File: src/rtl/emi_arbiter_pkg.sv
// Shared encodings for the EMI arbiter: owner code, FSM state code and default bus widths.
package emi_arbiter_pkg;

  localparam int EMI_AW_DEF           = 32;
  localparam int EMI_DW_DEF           = 64;
  localparam int EMI_STARVE_LIMIT_DEF = 4;

  localparam logic [1:0] ARB_NONE = 2'd0;
  localparam logic [1:0] ARB_IF   = 2'd1;
  localparam logic [1:0] ARB_LS   = 2'd2;

  localparam logic [1:0] ST_IDLE    = 2'd0;
  localparam logic [1:0] ST_IF_BUSY = 2'd1;
  localparam logic [1:0] ST_LS_BUSY = 2'd2;

  function automatic logic [1:0] owner_of(input logic [1:0] state);
    case (state)
      ST_IF_BUSY: owner_of = ARB_IF;
      ST_LS_BUSY: owner_of = ARB_LS;
      default:    owner_of = ARB_NONE;
    endcase
  endfunction

endpackage

File: src/rtl/emi_arbiter.sv
// emi_arbiter: one EMI shared by ifetch and load/store, LS priority, one transaction in flight; EMI_ARB_STARVE_EN adds IF anti-starvation.
// Latency: req sampled at edge N -> emi_req at N+1 -> requester valid with emi_valid; requesters hold req until valid (no other backpressure).
module emi_arbiter
  import emi_arbiter_pkg::*;
#(
  parameter int AW           = EMI_AW_DEF,
  parameter int DW           = EMI_DW_DEF,
  parameter int STARVE_LIMIT = EMI_STARVE_LIMIT_DEF
) (
  input  logic            clk,
  input  logic            reset,
  input  logic [AW-1:0]   if_address,
  input  logic            if_req,
  output logic [DW-1:0]   if_rdata,
  output logic            if_valid,
  input  logic [AW-1:0]   ls_address,
  input  logic            ls_req,
  input  logic            ls_rnw,
  input  logic [DW-1:0]   ls_wdata,
  input  logic [DW/8-1:0] ls_wbe,
  output logic [DW-1:0]   ls_rdata,
  output logic            ls_valid,
  output logic [AW-1:0]   emi_address,
  output logic            emi_req,
  output logic            emi_rnw,
  output logic [DW-1:0]   emi_wdata,
  output logic [DW/8-1:0] emi_wbe,
  input  logic [DW-1:0]   emi_rdata,
  input  logic            emi_valid,
  output logic [1:0]      arb_owner
);

  typedef struct packed {
    logic [AW-1:0]   address;
    logic            rnw;
    logic [DW-1:0]   wdata;
    logic [DW/8-1:0] wbe;
  } emi_cmd_t;

  logic [1:0] r_state;
  logic       r_emi_req;
  logic       r_abandon;
  emi_cmd_t   r_cmd;

  logic w_idle;
  logic w_if_busy;
  logic w_ls_busy;
  logic w_owner_req;
  logic w_abandon;
  logic w_force_if;
  logic w_grant_if;
  logic w_grant_ls;

  assign w_idle    = (r_state == ST_IDLE);
  assign w_if_busy = (r_state == ST_IF_BUSY);
  assign w_ls_busy = (r_state == ST_LS_BUSY);

`ifdef EMI_ARB_STARVE_EN
  logic [2:0] r_starve_cnt;

  assign w_force_if = if_req && (int'(r_starve_cnt) >= STARVE_LIMIT);

  // Counts LS wins over a waiting IF; any IF win or IF going quiet clears it.
  always_ff @(posedge clk or negedge reset) begin
    if (!reset) begin
      r_starve_cnt <= '0;
    end else if (w_idle) begin
      if (w_grant_if || !if_req) begin
        r_starve_cnt <= '0;
      end else if (w_grant_ls && (r_starve_cnt != 3'd7)) begin
        r_starve_cnt <= r_starve_cnt + 3'd1;
      end
    end
  end
`else
  logic w_unused_starve_limit;

  assign w_force_if            = 1'b0;
  assign w_unused_starve_limit = (STARVE_LIMIT != 0);
`endif

  assign w_grant_if = w_idle && if_req && (!ls_req || w_force_if);
  assign w_grant_ls = w_idle && ls_req && !w_grant_if;

  // A requester that has let go of req (now or earlier in this transaction) gets no valid.
  assign w_owner_req = (w_if_busy && if_req) || (w_ls_busy && ls_req);
  assign w_abandon   = r_abandon || !w_owner_req;

  always_ff @(posedge clk or negedge reset) begin
    if (!reset) begin
      r_state   <= ST_IDLE;
      r_emi_req <= 1'b0;
      r_abandon <= 1'b0;
      r_cmd     <= '0;
    end else begin
      case (r_state)
        ST_IDLE: begin
          if (w_grant_ls) begin
            r_state   <= ST_LS_BUSY;
            r_emi_req <= 1'b1;
            r_cmd     <= '{address: ls_address, rnw: ls_rnw, wdata: ls_wdata, wbe: ls_wbe};
          end else if (w_grant_if) begin
            r_state   <= ST_IF_BUSY;
            r_emi_req <= 1'b1;
            r_cmd     <= '{address: if_address, rnw: 1'b1, wdata: '0, wbe: '0};
          end
        end
        ST_IF_BUSY, ST_LS_BUSY: begin
          if (emi_valid) begin
            r_state   <= ST_IDLE;
            r_emi_req <= 1'b0;
            r_abandon <= 1'b0;
          end else if (!w_owner_req) begin
            r_abandon <= 1'b1;
          end
        end
        default: begin
          r_state   <= ST_IDLE;
          r_emi_req <= 1'b0;
          r_abandon <= 1'b0;
        end
      endcase
    end
  end

  assign if_valid    = w_if_busy && emi_valid && !w_abandon;
  assign ls_valid    = w_ls_busy && emi_valid && !w_abandon;
  assign if_rdata    = emi_rdata;
  assign ls_rdata    = emi_rdata;
  assign emi_req     = r_emi_req;
  assign emi_address = r_cmd.address;
  assign emi_rnw     = r_cmd.rnw;
  assign emi_wdata   = r_cmd.wdata;
  assign emi_wbe     = r_cmd.wbe;
  assign arb_owner   = owner_of(r_state);

endmodule

File: config.mk
export PLATFORM = sky130hd
export DESIGN_NAME = emi_arbiter
export DESIGN_NICKNAME = d
export VERILOG_FILES = /design/src/rtl/emi_arbiter_pkg.sv /design/src/rtl/emi_arbiter.sv
export SDC_FILE = /design/constraint.sdc
export NUM_CORES = 1
export LEC_CHECK = 0
export ABC_AREA = 1
export CORE_AREA = 2 2 172 174
export CTS_CLUSTER_SIZE = 28
export DETAILED_ROUTE_END_ITERATION = 10
export DIE_AREA = 0 0 174 176
export HOLD_SLACK_MARGIN = 0.08
export PLACE_DENSITY = 0.62
export SYNTH_ARGS = -nofsm -noshare
export SYNTH_HDL_FRONTEND = slang
export SYNTH_SLANG_ARGS = --single-unit
File: constraint.sdc
create_clock -name clk -period 1.7 [get_ports clk]
set_clock_uncertainty 0.15 [all_clocks]
set_input_delay 0.17 -clock clk [delete_from_list [all_inputs] [get_ports clk]]
set_output_delay 0.17 -clock clk [all_outputs]
set_load 0.005 [all_outputs]
* Word-level counts from Yosys, hierarchy flattened *
Index checks and enable logic that the tools add are counted.

word-level totals
  output and inout port bits = 238
  register bits = 109

cells by class
  equality and inequality tests = 5
  bitwise gates (word level) = 1
  reductions and logical operators = 22
  mux-type cells = 14

operators by type and width
  operator                                                               count
  105-bit 2-to-1 mux                                                     2
  1-bit logical AND                                                      10
  2-bit one-hot mux with 2 select lines                                  2
  2-bit 2-to-1 mux                                                       3
  2-bit AND reduction                                                    3
  1-bit 2-to-1 mux                                                       5
  1-bit logical NOT                                                      4
  1-bit one-hot mux with 2 select lines                                  2
  3-bit by 1-bit != test with 1-bit output, second input constant        1
  3-bit != test, second input constant                                   1
  2-bit by 1-bit equality test with 1-bit output, second input constant  1
  2-bit equality test, second input constant                             1
  2-bit logical NOT                                                      1
  1-bit logical OR                                                       2
  2-bit != test, second input constant                                   1
  2-bit nonzero test                                                     1
  2-bit OR reduction                                                     1
  1-bit NOT                                                              1

* Logic depth before layout (Yosys ltp) *
  depth in word-level cells = 7
  mapped depth = 9

* Least setup slack after synthesis *
No wires, ideal clock.

  path kind = reg-to-reg
  start = register r_state[0]
  end = register r_cmd (netlist bit emi_address[12])
  library setup time = 0.117 ns
  buffers on the path = 2
  period minus slack after synthesis = 1.597 ns
  data arrival time = 1.330 ns
  stages on the path, launching flop included = 10
  setup slack = 0.103 ns
  required time = 1.433 ns
  cells stage by stage = dfrtp_1 -> inv_1 -> ha_1 -> buf_2 -> nand2_1 -> buf_2 -> nand2_1 -> nand2_1 -> nand2_1 -> nand2_1

between the ends
  longest elaborated chain between the ends = 7
  elaborated cells between the ends (all ways) = 9

RTL lines
  what                             line                source
  from (decl)                      emi_arbiter.sv:40   logic [1:0] r_state;
  from (signal assigned)           emi_arbiter.sv:91   r_state <= ST_IDLE;
  from (signal assigned)           emi_arbiter.sv:99   r_state <= ST_LS_BUSY;
  from (signal assigned)           emi_arbiter.sv:103  r_state <= ST_IF_BUSY;
  2-bit logical NOT *              emi_arbiter.sv:54   assign w_idle = (r_state == ST_IDLE);
  via w_idle                       emi_arbiter.sv:45   logic w_idle;
  1-bit logical AND (2 in series)  emi_arbiter.sv:82   assign w_grant_if = w_idle && if_req && (!ls_req || w_force_if);
  1-bit logical NOT                emi_arbiter.sv:83   assign w_grant_ls = w_idle && ls_req && !w_grant_if;
  1-bit logical AND                emi_arbiter.sv:83
  2-bit nonzero test (no line)     n/a
  2-bit AND reduction (no line)    n/a
  to (signal assigned)             emi_arbiter.sv:101  r_cmd <= '{address: ls_address, rnw: ls_rnw, wdata: ls_wdata, wbe: ls_wbe};
  to (signal assigned)             emi_arbiter.sv:105  r_cmd <= '{address: if_address, rnw: 1'b1, wdata: '0, wbe: '0};
  to (decl)                        emi_arbiter.sv:43   emi_cmd_t r_cmd;

The timed path passes the listed nets; every way through them passes the cells marked *.
A chain may end at the register's enable or synchronous reset.

* Final worst setup path *
  start = register r_state[1]
  end = register r_cmd (netlist bit emi_wdata[30])

Same word-level chain as after synthesis.

==> results.md <==
* Wire length of the first global-routing pass at 27790 um
* Number of nets produced by synthesis at 931
* H-tree Lvls at 3
* Flops & latches, synth at 109
* First-pass iteration count of the detailed router at 4
* Outcome: finished, violations left
* Crit start category: flip-flop
* Most common library cells after synthesis: nand2_1 (394), buf_4 (134), dfrtp_1 (109), nand3_1 (34), buf_2 (17)
* Clock-pin slew of the registers on the worst-case setup and hold paths at 0.09 ns
* Tcrit/Tclk final at 1.087
* Fraction of final layout cells with drive strength greater than 1 at 0.1876
* Vertical extent of the die at ~180 um
* Total count of hold-check failures in the final report at 0
* PnR worst setup slack at -0.1480 ns
* Count of flip-flops with a built-in enable after synthesis at 0
* Req. time, crit path at roughly 1.8 ns
* Kind of end point of the critical path: flip-flop
* Ant diodes at 0
* Maximum capacitance violations at 0
* Distinct cell type count of the synthesized netlist at 13
* Final number of setup-violating endpoints at 95
* Root buf cell: clkbuf_16
* Largest fanout on the critical path at 8
* Count leader, synth: nand2_1
* Pin slew with the least headroom to its limit at 0.4391 ns
* Global placer's final weighted congestion at 0.7458
* Warnings, synthesis at 0
* Fraction of the core area covered by cells at the end of the flow at 0.3207
* Primary FF master, synth: dfrtp_1
* TritonCTS clock tree: done
* Residual antenna-violating net count after detailed routing at 0
* Sink count of the clock tree at approximately 110
* Violations in the final reports: setup timing
* Iteration-0 DRC Markers at 169
* Area share of the leading cell type in the synthesized netlist at 0.4828
* Initial Utilization at 0.1979
* Via count of the first global-routing pass at 4845
* Cell accounting for the most synthesized area: dfrtp_1
* Routed wire per std cell at 15.59 um
* Area growth, synth to finish at 62.06%
* Net count, final at 1096
* Crit path kind: flip-flop to flip-flop
* Worst voltage drop across the vdd grid at 0.5306 mV
* Leak pwr at ~0.0045 uW
* Via count at about 4900
* Post-Synthesis Cell Area at 5649 um2
* Worst endpoint data arrival time at approximately 2.0 ns
* Ports at 444
* Number of buffers on the longest clock path at 2
* HPWL after detailed placement at about 13000 um
* Fin crit period at 1.848 ns
* Setup repair after global routing missed its margin: yes
* DRC viols at 0
* Pin count of the biggest net entering global routing at 44
* Die area at 30620 um2
* Detailed-route wire length at 19860 um
* Insertion delay to the later sink of the worst-skew pair at about 0.36 ns
* Worst slew margin relative to its limit at 0.7073
* Worst hold path type: input port to async pin
* Std-Cell Rows at 62
* Overall Global Routing Usage at 0.1184
* Sequential share of the synthesized area at 0.4828
* Number of pins with negative max-slew slack in the final report at 0
* Syn Area/Cell at 7.846 um2
* Count of input and output buffers at 251
* Asr flop ratio synth at 1.000
* Drt via density at a little under 4
* Power per standard cell area at ~1700 nW/um2
* Count of mapped cells out of synthesis at 720
* GR Overflow Total at 0
* Number of clock buffers inserted by TritonCTS at 9
* Initial antenna violation count at 0
* Cell types occupying the most area after synthesis: dfrtp_1 (48%), nand2_1 (26%), buf_4 (18%)
* Core region area at 28550 um2
* Worst hold margin at 0.1612 ns
* Die width at 174 um
* Max frequency at 541.1 MHz
## worst max-delay path, stage by stage, from the launching register on
cell and delay, ns:
dfrtp_1 0.42, inv_2 0.08, buf_4 0.15, ha_4 0.16
buf_6 0.12, o21ai_4 0.13, buf_12 0.22, clkbuf_16 0.18
nand2_2 0.05, nand2_1 0.09
## cells by family (layout without fill, tap and decap cells)
family | count (synthesis) | after routing | synth area share
compound gates | 3 | 3 | 0.004652
fa+ha+maj | 5 | 5 | 0.01107
buf+inv | 171 | 341 | 0.2064
flops | 109 | 109 | 0.4828
simple gates | 432 | 432 | 0.2950
## layer usage
layer	GRT usage	vias up	routed length, um	share of wire
met2	0.2122	230	9915	0.50
met4	0.05112	0	705	0.036
met1	0.1271	2253	7732	0.39
met5	0	-	0	0
met3	0.04005	66	1503	0.076
li1	-	2389	-	-
## stage by stage
stage | power [uW] | worst slack, ns | std cells | setup TNS (ns) | instance area (um2)
floorplan | 7203 | 0.1031 | 720 | 0 | 5649
global placement | 11100 | -0.3748 | 1234 | -14.41 | 7933
detailed placement | 11190 | -0.3396 | 1234 | -16.43 | 7933
CTS | 14460 | -0.1407 | 1262 | -5.584 | 8532
global route | 16790 | -0.2100 | 1274 | -13.42 | 9155
finish | 15700 | -0.1480 | 1274 | -6.231 | 9155
## state kept, by name (all words and copies together) (netlist names)
name and count:
emi_address 32, emi_req 1, emi_rnw 1, emi_wbe 8, emi_wdata 64, r_abandon 1, r_state 2
## layout make-up
class / count / area (um2)
Clock inverter: 7 / 102.6
Inverter: 11 / 53.80
Fill cell: 2977 / 19390
Clock buffer: 9 / 225.2
Sequential cell: 109 / 2728
Multi-Input combinational cell: 440 / 2133
Tap cell: 384 / 480.5
Timing Repair Buffer: 314 / 3432
## layout by cell type (no fill, tap or decap), drive strengths merged, types with 2 or more instances in the layout
cell type / count
clkdlybuf4s50: 244
dfrtp: 109
clkbuf: 19
clkinv: 3
nand3: 34
dlymetal6s2s: 2
buf: 57
ha: 5
nor2: 3
nand2: 394
a21oi: 2
inv: 14
## what timing repair did
item	in CTS	in global routing
hold buffers	1	0
endpoints found under the hold margin	109	0
resized for setup	41	121
gates cloned	4	12
endpoints found under the setup margin	113	114
pin swaps	6	29
setup buffers	7	2
## path summary, 6_finish.rpt
| kind | end | slack [ns] | depth (start not counted) | from |
|---|---|---|---|---|
| min | emi_wdata[20] | 0.16 | 2 | reset |
| max | emi_wdata[30] | -0.15 | 9 | r_state[1] |
| max reg2reg | emi_wdata[30] | -0.15 | 9 | r_state[1] |
| max in group asynchronous | emi_address[27] | 0.67 | 3 | reset |
| min reg2reg | emi_wdata[60] | 0.32 | 2 | emi_wdata[60] |
| min in group clk | emi_wdata[3] | 0.19 | 3 | ls_wdata[3] |
## power breakdown
group | total [uW] | switching [uW] | leakage [uW] | internal [uW]
Clock | 2360 | 1160 | 0.000160 | 1200
Sequential | 4720 | 884 | 0.00137 | 3840
Combinational | 8620 | 3760 | 0.00296 | 4860
No activity file was read; power rests on OpenSTA's default activity.
